### src/rtl/bnn_seq_classifier.sv
// bnn_seq_classifier
//   Time-multiplexed binary neural network classifier. It accepts one feature
//   vector, evaluates one hidden neuron per cycle as a signed +/-1 dot product
//   against a threshold, and then evaluates one output class per cycle as an
//   xnor-popcount with a running argmax. Ties keep the lowest class index.
//
// Ports
//   clk        clock, rising edge
//   rst        asynchronous active-high reset
//   in_valid   input vector valid
//   in_ready   block can accept a vector (IDLE only)
//   in_data    NFEAT unsigned features, feature i at [i*FW +: FW]
//   out_valid  result valid, held until out_ready
//   out_ready  consumer accepts result
//   out_class  winning class index
//   out_score  popcount of the winning class
//   out_scores (only with BNN_SCORES_EN) every class score, class c at [c*PCW +: PCW]
//
// Optional feature macro: BNN_SCORES_EN
//
// state  | meaning
// -------+---------------------------------------------------------------
// S_IDLE | waiting for a vector, in_ready high
// S_L1   | hidden layer, neuron idx evaluated this cycle
// S_L2   | output layer, class idx scored this cycle, running argmax
// S_DONE | result presented, waiting for out_ready

module bnn_seq_classifier #(
   parameter int NFEAT  = 16,
   parameter int FW     = 7,
   parameter int NHID   = 16,
   parameter int NCLASS = 10,
   localparam int ACCW  = FW + $clog2(NFEAT) + 1,
   localparam int PCW   = $clog2(NHID + 1),
   localparam int CW    = $clog2(NCLASS),
   parameter logic [NHID*NFEAT-1:0] W1  = '1,
   parameter logic [NHID*ACCW-1:0]  TH  = '0,
   parameter logic [NCLASS*NHID-1:0] W2 = '1
) (
   input  logic                  clk,
   input  logic                  rst,
   input  logic                  in_valid,
   output logic                  in_ready,
   input  logic [NFEAT*FW-1:0]   in_data,
   output logic                  out_valid,
   input  logic                  out_ready,
   output logic [CW-1:0]         out_class,
   output logic [PCW-1:0]        out_score
`ifdef BNN_SCORES_EN
   ,
   output logic [NCLASS*PCW-1:0] out_scores
`endif
);

   // one index register walks both layers
   localparam int IW = (NHID > NCLASS) ? $clog2(NHID) : $clog2(NCLASS);

   typedef enum logic [1:0] {S_IDLE, S_L1, S_L2, S_DONE} state_t;

   state_t                state, state_nx;
   logic [NFEAT*FW-1:0]   x_q;
   logic [NHID-1:0]       h_q;
   logic [IW-1:0]         idx_q;
   logic [CW-1:0]         best_class_q;
   logic [PCW-1:0]        best_score_q;

   logic [NFEAT-1:0]        w1_row;
   logic signed [ACCW-1:0]  th_sel;
   logic signed [ACCW-1:0]  feat;
   logic signed [ACCW-1:0]  acc;
   logic                    hit;
   logic [NHID-1:0]         w2_row;
   logic [NHID-1:0]         xn;
   logic [PCW-1:0]          pc;
   logic                    upd;
   logic                    last_hid;
   logic                    last_cls;

   assign last_hid = (idx_q == IW'(NHID - 1));
   assign last_cls = (idx_q == IW'(NCLASS - 1));

   // hidden neuron: features are unsigned, so zero-extend before +/- accumulate
   always_comb begin
      w1_row = W1[int'(idx_q)*NFEAT +: NFEAT];
      th_sel = TH[int'(idx_q)*ACCW +: ACCW];
      feat   = '0;
      acc    = '0;
      for (int i = 0; i < NFEAT; i++) begin
         feat = ACCW'(x_q[i*FW +: FW]);
         if (w1_row[i]) acc = acc + feat;
         else           acc = acc - feat;
      end
      hit = (acc >= th_sel);
   end

   // output class score and argmax update; class 0 always loads
   always_comb begin
      w2_row = W2[int'(idx_q)*NHID +: NHID];
      xn     = ~(h_q ^ w2_row);
      pc     = '0;
      for (int j = 0; j < NHID; j++) pc = pc + PCW'(xn[j]);
      upd = (idx_q == '0) || (pc > best_score_q);
   end

   always_ff @(posedge clk or posedge rst) begin
      if (rst) state <= S_IDLE;
      else     state <= state_nx;
   end

   always_comb begin
      state_nx = state;
      in_ready = 1'b0;
      case (state)
         S_IDLE: begin
            in_ready = 1'b1;
            if (in_valid) state_nx = S_L1;
         end
         S_L1:    if (last_hid)  state_nx = S_L2;
         S_L2:    if (last_cls)  state_nx = S_DONE;
         S_DONE:  if (out_ready) state_nx = S_IDLE;
         default: state_nx = S_IDLE;
      endcase
   end

`ifdef BNN_SCORES_EN
   logic [NCLASS*PCW-1:0] scores_q;
   assign out_scores = scores_q;
`endif

   always_ff @(posedge clk or posedge rst) begin
      if (rst) begin
         x_q          <= '0;
         h_q          <= '0;
         idx_q        <= '0;
         best_class_q <= '0;
         best_score_q <= '0;
         out_valid    <= 1'b0;
         out_class    <= '0;
         out_score    <= '0;
`ifdef BNN_SCORES_EN
         scores_q     <= '0;
`endif
      end else begin
         case (state)
            S_IDLE: begin
               if (in_valid) begin
                  x_q   <= in_data;
                  h_q   <= '0;
                  idx_q <= '0;
`ifdef BNN_SCORES_EN
                  scores_q <= '0;
`endif
               end
            end
            S_L1: begin
               h_q[idx_q] <= hit;
               if (last_hid) begin
                  idx_q        <= '0;
                  best_class_q <= '0;
                  best_score_q <= '0;
               end else begin
                  idx_q <= idx_q + 1'b1;
               end
            end
            S_L2: begin
`ifdef BNN_SCORES_EN
               scores_q[int'(idx_q)*PCW +: PCW] <= pc;
`endif
               if (upd) begin
                  best_class_q <= CW'(idx_q);
                  best_score_q <= pc;
               end
               if (last_cls) begin
                  // final class folded in here since best_* lands a cycle late
                  out_class <= upd ? CW'(idx_q) : best_class_q;
                  out_score <= upd ? pc : best_score_q;
                  out_valid <= 1'b1;
                  idx_q     <= '0;
               end else begin
                  idx_q <= idx_q + 1'b1;
               end
            end
            S_DONE: begin
               if (out_ready) out_valid <= 1'b0;
            end
            default: ;
         endcase
      end
   end

endmodule
### config.mk
export PLATFORM = sky130hd
export DESIGN_NAME = bnn_seq_classifier
export DESIGN_NICKNAME = d
export VERILOG_FILES = /design/src/rtl/bnn_seq_classifier.sv
export SDC_FILE = /design/constraint.sdc
export NUM_CORES = 1
export LEC_CHECK = 0
export ABC_AREA = 1
export CELL_PAD_IN_SITES_DETAIL_PLACEMENT = 1
export CELL_PAD_IN_SITES_GLOBAL_PLACEMENT = 1
export CORE_ASPECT_RATIO = 0.5
export CORE_MARGIN = 4
export CORE_UTILIZATION = 30
export CTS_BUF_LIST = sky130_fd_sc_hd__clkbuf_8
export CTS_CLUSTER_SIZE = 10
export DETAILED_ROUTE_END_ITERATION = 8
export GPL_TIMING_DRIVEN = 0
export PLACE_DENSITY = 0.59
export SYNTH_ARGS = -nofsm -noshare
export SYNTH_HDL_FRONTEND = slang
export SYNTH_SLANG_ARGS = --single-unit
### constraint.sdc
create_clock -name clk -period 14.4 [get_ports clk]
set_clock_uncertainty 0.15 [all_clocks]
set_input_delay 4.32 -clock clk [delete_from_list [all_inputs] [get_ports clk]]
set_output_delay 4.32 -clock clk [all_outputs]
set_load 0.03 [all_outputs]
== Word level (Yosys, flattened, before mapping) ==
Cells that the tools add are included.
Storage, ports and cells
  register bits after elaboration: 153
  word-level logic and storage cells: 130
Cells by class
  $add $sub $neg: 47
  mux-type cells: 40
  multiply operators: 1
  order comparisons: 4
  equal/unequal tests: 9
  reduce and logical (&&, ||, !) cells: 15
  shift-type cells: 3
  bitwise operators: 2
Operators with widths (count)
  $shiftx A256 B9 Y16 const A: 1
  $mux W12: 16
  $shiftx A192 B9 Y12 const A: 1
  $add A12 B8 Y12: 15
  $sub A12 B8 Y12: 15
  $shiftx A160 B9 Y16 const A: 1
  $add A5 B1 Y5: 11
  $pmux W16 S2: 1
  $mux W4: 5
  $bwmux W16: 1
  $mux W16: 1
  $not A16 Y16: 1
  $xor A16 B16 Y16: 1
  $ge A12 B12 Y1: 1
  $pmux W4 S3: 1
  $mux W5: 2
  $pmux W5 S2: 1
  $reduce_and A2 Y1: 5
  $eq A4 B4 Y1 const B: 2
  $mux W2: 4
  $ne A2 B2 Y1 const B: 4
  $pmux W2 S4: 1
  $pmux W4 S2: 1
  $sub A1 B7 Y8 const A: 1
  22 further kinds: 28

== Logic depth before layout (Yosys ltp) ==
Gate-level depths: netlist (run 1).
  depth after elaboration: 35
  depth in mapped cells: 69
  depth with buffers taken out: 68

== Least setup slack after synthesis (run 1) ==
No wires, ideal clock.
  path kind: reg-to-reg
  start: register x_q[0]
  end: register h_q[8]
  arrival time: 10.390 ns
  setup slack: 3.743 ns
  required time: 14.133 ns
  cell stages (with the launch flop): 68
  path through: dfrtp_1 ha_1 fa_1 inv_1 fa_1 xnor2_1 ha_1 a21oi_1 nand2_1 xnor2_1 inv_1 ha_1 inv_1 o21bai_1 a31oi_1 xor2_1 inv_1 ha_1 [... 32 more ...] xor2_1 inv_1 ha_1 inv_1 o21bai_1 xnor2_1 inv_1 ha_1 nand4_1 o221ai_1 nand3_1 nor2_2 nand4_4 clkinv_1 nand2_4 buf_8 nand3_2 nand2_1
On the way
  word-level cells in the longest chain between the ends: 35
  elaborated cells between the ends (all ways): 50
  those cells by class: add/sub: 31; order compare: 1; mux: 18
Ends and longest elaborated chain
  from (decl): line 61  | logic [NFEAT*FW-1:0] x_q;
  from (signal assigned): line 147  | x_q <= in_data;
  $sub A1 B7 Y8: line 91  | else acc = acc - feat;
  $mux W12 *: line 90  | if (w1_row[i]) acc = acc + feat;
  $sub A12 B8 Y12 / $add A12 B8 Y12 (equally long branches): line 91, 90
  $mux W12 *: line 90
  $sub A12 B8 Y12 / $add A12 B8 Y12 (equally long branches): line 91, 90
  $mux W12 *: line 90
  $sub A12 B8 Y12 / $add A12 B8 Y12 (equally long branches): line 91, 90
  $mux W12 *: line 90
  [... 19 more ...]
  $mux W12 *: line 90
  $sub A12 B8 Y12 / $add A12 B8 Y12 (equally long branches): line 91, 90
  $mux W12 *: line 90
  $sub A12 B8 Y12 / $add A12 B8 Y12 (equally long branches): line 91, 90
  $mux W12 *: line 90
  $ge A12 B12 Y1 *: line 93  | hit = (acc >= th_sel);
  $bwmux W16 *: line 156  | h_q[idx_q] <= hit;
  $pmux W16 S2 *: line 144  | case (state)
  to (signal, indexed assignment): line 156
  to (decl): line 62  | logic [NHID-1:0] h_q;
Mark *: on every way between the ends. The rest lies on a longest branch, timed or not.
A chain may end at the register's enable or synchronous reset.

== Worst setup path after layout (run 1) ==
  start: register x_q[0]
  end: register h_q[4]
The elaborated chain is that of the path after synthesis.

==> metrics.cfg, run 1 <==
[worst_setup_path]
required_ns=14.65
cpPeakStageDelay_ns=0.54
cp_slowest_cell=fa_1
crit_top_cell=inv_1
path_max_fanout=10
end_kind=register
critPathLaunchType=register
arrival_ns=12.35
critical_path_class=reg -> reg

[route]
wl_um=33690
firstDrtPassIters=4
vias_per_cell=4.623
remaining_drc_errors=0
drtAntennaViolNets=0
routedWlPerCell_um=15.27
dr_total_vias=10200
drt_iter0_drc=308

[clocking]
htree_levels=4
clock_path_buffers=2
cts_buffers=17
clock_latency_ns=0.51
tritoncts=yes
cts_setup_buffers=0
cts.sinks=153
clk_pin_slew_ns=0.09
holdBufCountCts=0
ctsResizeCount=0
cts-root-buf=clkbuf_8

[place]
globalplace.congestion=0.7995
dp.cells=2173
place_area_um2=14460
hpwl_um=27210
numPortBuffers=126

[run_status]
outcome=finished, final reports clean

[timing]
worstMarginPinSlew_ns=1.006
fmax_ghz=0.08264
setup_viol=0
layout_min_cycle_time_ns=12.10
finalHoldViolCount=0
post-route-period-util_pct=84.04
tns_ns=0
slew_viol_final=0
rsz0062_at_grt=no
maxSlewHeadroom_pct=32.95

[synthesis]
async_flop_share_pct=100.0
synth_nets=1770
ys_seq_area_share_pct=30.66
synth_area_leader_cell=dfrtp_1
syn_inst=1506
synth.top_cells.by_area=dfrtp_1 (31%), ha_1 (13%), mux2_2 (9.0%)
ys.flop_type=dfrtp_1
synth_edf_count=0
yosysUniqueCellTypes=41
synth_top_area_share_pct=30.66
netlist_area_um2=12490
synth_seq_cells=153
syn_area_per_cell_um2=8.292
ys_warn_count=0

[final_layout]
final_cell_count_no_fill=2206
drive_above_1_share_pct=14.11
post-route-util_pct=36.62
stdcell_area_um2=14920
final_nets=1916
syn2layout_area_growth_pct=19.45

[global_routing]
grt_max_degree=101
grt.overflow.total=0
grt_pass1_vias=11540
grt_pass1_wl_um=57440
grt_usage_pct=15.55
antenna_found_initial=1

[floorplanning]
io_pins=127
rows=52
die_w_um=296.5
core_area_um2=40730
die_y_um=152.3
die-area_um2=45150
start_util_pct=30.66

[flow_run]
drv_cap=0

[hold_path]
hold_path.class=reg -> reg

critical path: cells and delay by family, from the launching register on:
family,cells,cell delay (ns)
flip-flops,1,0.39
AND/OR/NAND/NOR,11,1.16
AO/OA/AOI/OAI,4,0.88
buffers and inverters,22,1.82
adder cells (fa/ha/maj),16,5.46
XOR/XNOR,13,2.07
sequential cells by signal, summed over array words and instances, names as in the netlist:
name	count
out_score	5
x_q	112
out_class	4
best_class_q	4
out_valid	1
h_q	16
best_score_q	5
state	2
idx_q	4
placed cells by master, fill, tap and decap left out, types with 2 or more instances in the layout:
cell type and count:
nor3_1 17, o21ai_1 5, clkbuf_1 13, nand3_2 33
buf_1 7, clkinv_1 4, dfrtp_1 153, bufinv_16 4
nor2_2 11, nand2_4 4, inv_1 230, inv_6 3
clkbuf_8 19, nand2_2 38, a21oi_2 3, and2_1 9
a21oi_1 102, nand4_1 6, clkinv_4 4, inv_2 5
xor2_1 48, mux2_2 100, nand3_1 59, nand3_4 2
o21bai_1 9, fa_1 21, o31ai_1 4, o21ai_0 63
xnor2_1 37, a31oi_1 12, nand2_1 269, o22ai_1 10
ha_1 127, nand3b_1 5, clkdlybuf4s50_1 126, nor2_1 90
layout make-up:
| cell class | count | area, µm² |
|---|---|---|
| diodes | 1 | 2.502 |
| plain buffers | 23 | 106.4 |
| clock buffers | 19 | 261.5 |
| clock inverters | 13 | 192.7 |
| fillers | 4878 | 25810 |
| inverters | 239 | 904.6 |
| multi-input cells | 1091 | 7656 |
| flip-flops and latches | 153 | 3829 |
| well taps | 540 | 675.6 |
| repair buffers | 127 | 1289 |
stage by stage:
| stage | hold WS (ns) | setup slack [ns] |
|---|---|---|
| 6_report | 0.3464 | 2.299 |
| 5_1_grt | 0.3794 | 1.060 |
| 4_1_cts | 0.3547 | 2.199 |
| 3_5_place_dp | 0.3310 | 2.280 |
| 3_3_place_gp | 0.3205 | 2.497 |
| 2_1_floorplan | 0.3168 | 3.743 |
final timing paths:
kind	slack (ns)	cells after the start	endpoint	start
worst max register to register	2.30	66	h_q[4]	x_q[0]
worst max-delay path	2.30	66	h_q[4]	x_q[0]
worst min-delay path	0.35	2	out_score[4]	out_score[4]
max in group asynchronous	9.18	3	x_q[24]	rst
min in group asynchronous	4.07	2	x_q[108]	rst
worst min register to register	0.35	2	out_score[4]	out_score[4]
layer usage:
layer	global-route usage [%]	up-vias	share of wire, %
li1	-	5198	-
met1	19.69	4912	47
met2	27.93	70	50
met3	2.709	18	2.2
met4	2.958	0	0.84
met5	0	-	0
cell families after synthesis:
logic type / Yosys count / share of synthesized area [%]
adder cells (fa/ha/maj): 148 / 16.09
AO/OA/AOI/OAI: 212 / 9.187
multiplexers: 100 / 9.017
buffers and inverters: 262 / 8.035
AND/OR/NAND/NOR: 546 / 21.05
XOR/XNOR: 85 / 5.961
flip-flops: 153 / 30.66
Yosys cell counts, types with 5 or more instances:
cell type  number
a21oi_1       102
a31oi_1        12
and2_1          9
buf_1           7
clkbuf_1       13
dfrtp_1       153
fa_1           21
ha_1          127
inv_1         230
inv_2           5
mux2_2        100
nand2_1       269
nand2_2        38
nand3_1        59
nand3_2        33
nand3b_1        5
nand4_1         6
nor2_1         90
nor2_2         11
nor3_1         17
o21ai_0        63
o21ai_1         5
o21bai_1        9
o22ai_1        10
xnor2_1        37
xor2_1         48
Power of run 1 is not shown: default switching activity piles up to over one toggle a cycle in this logic, so the estimate is an artifact.
==> run 2, diff against run 1 <==
==> constraint.sdc (replaced) <==
create_clock -name clk -period 11.2 [get_ports clk]
set_clock_uncertainty 0.15 [all_clocks]
set_input_delay 3.36 -clock clk [delete_from_list [all_inputs] [get_ports clk]]
set_output_delay 3.36 -clock clk [all_outputs]
set_load 0.03 [all_outputs]
==> metrics.cfg, run 2 (same netlist as run 1, synthesis figures left out) <==
[floorplanning]
rows=52  ; unchanged
die-area_um2=45150  ; unchanged
die_w_um=296.5  ; unchanged
die_y_um=152.3  ; unchanged
start_util_pct=30.66  ; unchanged
io_pins=127  ; unchanged
core_area_um2=40730  ; unchanged

[global_routing]
grt_usage_pct=16.04  ; +0.49 points
grt_max_degree=101  ; unchanged
grt_pass1_wl_um=59110  ; +2.9%
grt.overflow.total=0  ; unchanged
grt_pass1_vias=11740  ; +1.7%
antenna_found_initial=1  ; unchanged

[timing]
slew_viol_final=0  ; unchanged
setup_viol=0  ; unchanged
fmax_ghz=0.09048  ; +9.5%
finalHoldViolCount=0  ; unchanged
post-route-period-util_pct=98.68  ; +15 points
maxSlewHeadroom_pct=35.33  ; +2.4 points
worstMarginPinSlew_ns=0.9701  ; -0.03565 ns
rsz0062_at_grt=yes
layout_min_cycle_time_ns=11.05  ; -1.049 ns

[worst_setup_path]
required_ns=11.45  ; -3.20 ns
r2r_start=x_q[7]
arrival_ns=11.30  ; -1.05 ns
cpPeakStageDelay_ns=0.59  ; +0.05 ns
critical_path_class=reg -> reg
end_kind=register
crit_top_cell=fa_2
path_max_fanout=7  ; -3
crit_start=x_q[7]
cp_slowest_cell=fa_2
critPathLaunchType=register

[route]
wl_met1_um=16560  ; +4.4%
wl_um=36140  ; +7.3%
routedWlPerCell_um=16.08  ; +5.3%
firstDrtPassIters=4  ; unchanged
highest_layer=met4
remaining_drc_errors=0  ; unchanged
vias_per_cell=4.667  ; +0.95%
drtAntennaViolNets=0  ; unchanged
wl_met3_um=633  ; -15%
drt_iter0_drc=324  ; +5.2%
wl_met2_um=18420  ; +9.6%
dr_total_vias=10490  ; +2.9%

[clocking]
tritoncts=yes
cts.sinks=153  ; unchanged
clk_pin_slew_ns=0.09  ; about the same
clock_path_buffers=2  ; unchanged
clock_latency_ns=0.52  ; about the same
htree_levels=4  ; unchanged
cts_buffers=17  ; unchanged
cts-root-buf=clkbuf_8
holdBufCountCts=0  ; unchanged

[hold_path]
holdCritStartpoint=out_score[4]
hold_path.class=reg -> reg

[final_layout]
drive_above_1_share_pct=24.62  ; +11 points
reg.largest.list=x_q x112, h_q x16
final_cell_count_no_fill=2248  ; +1.9%
regMostFlops=x_q
layout_commonest_cell=nand2_1
syn2layout_area_growth_pct=30.27
stdcell_area_um2=16270  ; +9.1%
largest_reg_flops=112  ; unchanged
mostFrequentLayoutCells=nand2_1 (264), inv_1 (210), dfrtp_1 (153)
n_fill_cell=4765  ; -2.3%
final_nets=1957  ; +2.1%

[place]
globalplace.congestion=0.7995  ; unchanged
place_area_um2=14460  ; unchanged
dp.cells=2173  ; unchanged
numPortBuffers=126  ; unchanged
hpwl_um=27210  ; unchanged

[run_status]
outcome=finished, final reports clean

[flow_run]
drv_cap=0  ; unchanged

-- run 2: through the flow --
stage	hold slack, ns	utilization, %	setup WS (ns)	TNS (ns)
4_1_cts	0.3547	37.98	0.0006537	0
2_1_floorplan	0.3168	-	0.5429	0
5_1_grt	0.3794	39.94	-0.3532	-4.973
6_report	0.3464	39.94	0.1481	0
3_3_place_gp	0.3205	35.42	-0.7029	-10.37
3_5_place_dp	0.3310	35.50	-0.9205	-13.71
-- run 2: routing by layer --
metal / track usage [%] / vias to the layer above
li1: - / 5288
met1: 20.11 / 5095
met2: 29.09 / 72
met3: 2.491 / 36
met4: 3.440 / 0
met5: 0 / -
-- run 2: worst max-delay path: cells and delay by family (launching register included) --
family / cells / cell delay, ns
compound gates: 5 / 0.85
xor+xnor: 3 / 0.46
fa+ha+maj: 16 / 7.46
buf+inv: 7 / 0.62
flops: 1 / 0.39
simple gates: 9 / 0.99
-- run 2: final timing paths --
path	endpoint	slack [ns]	depth (start not counted)
max in group asynchronous	x_q[24]	6.93	3
max	h_q[1]	0.15	40
max reg2reg	h_q[1]	0.15	40
min reg2reg	out_score[4]	0.35	2
min	out_score[4]	0.35	2
min in group asynchronous	x_q[59]	3.11	2
-- run 2: repair_timing --
action / 4_1_cts / 5_1_grt
setup endpoints to repair: 16 / 16
gates cloned: 0 / 1
gates resized for setup: 65 / 112
setup buffers: 18 / 22
hold endpoints to repair: 0 / 0
pin swaps: 30 / 75
-- run 2: final cells by class --
class / instances / area (µm²) / share of cell area (%)
Sequential cell: 153 / 3829 / 23.53
Timing Repair Buffer: 168 / 1622 / 9.968
Tap cell: 540 / 675.6 / 4.153
Buffer: 23 / 115.1 / 0.7076
Clock buffer: 19 / 261.5 / 1.607
Antenna cell: 2 / 5.005 / 0.03076
Inverter: 239 / 912.1 / 5.607
Clock inverter: 13 / 192.7 / 1.184
Multi-Input combinational cell: 1091 / 8656 / 53.21
Power of run 2 is left out for the same reason.
==> run 3, diff against run 2 <==
--- a/config.mk
+++ b/config.mk
@@ -6,6 +6,7 @@
 export NUM_CORES = 1
 export LEC_CHECK = 0
 export ABC_AREA = 1
+export ABC_CLOCK_PERIOD_IN_PS = 11200
 export CELL_PAD_IN_SITES_DETAIL_PLACEMENT = 1
 export CELL_PAD_IN_SITES_GLOBAL_PLACEMENT = 1
 export CORE_ASPECT_RATIO = 0.5
==> results of run 3 <==
Final layout, timing and power as in run 2 (identical DEF).
Power of run 3 is left out for the same reason.
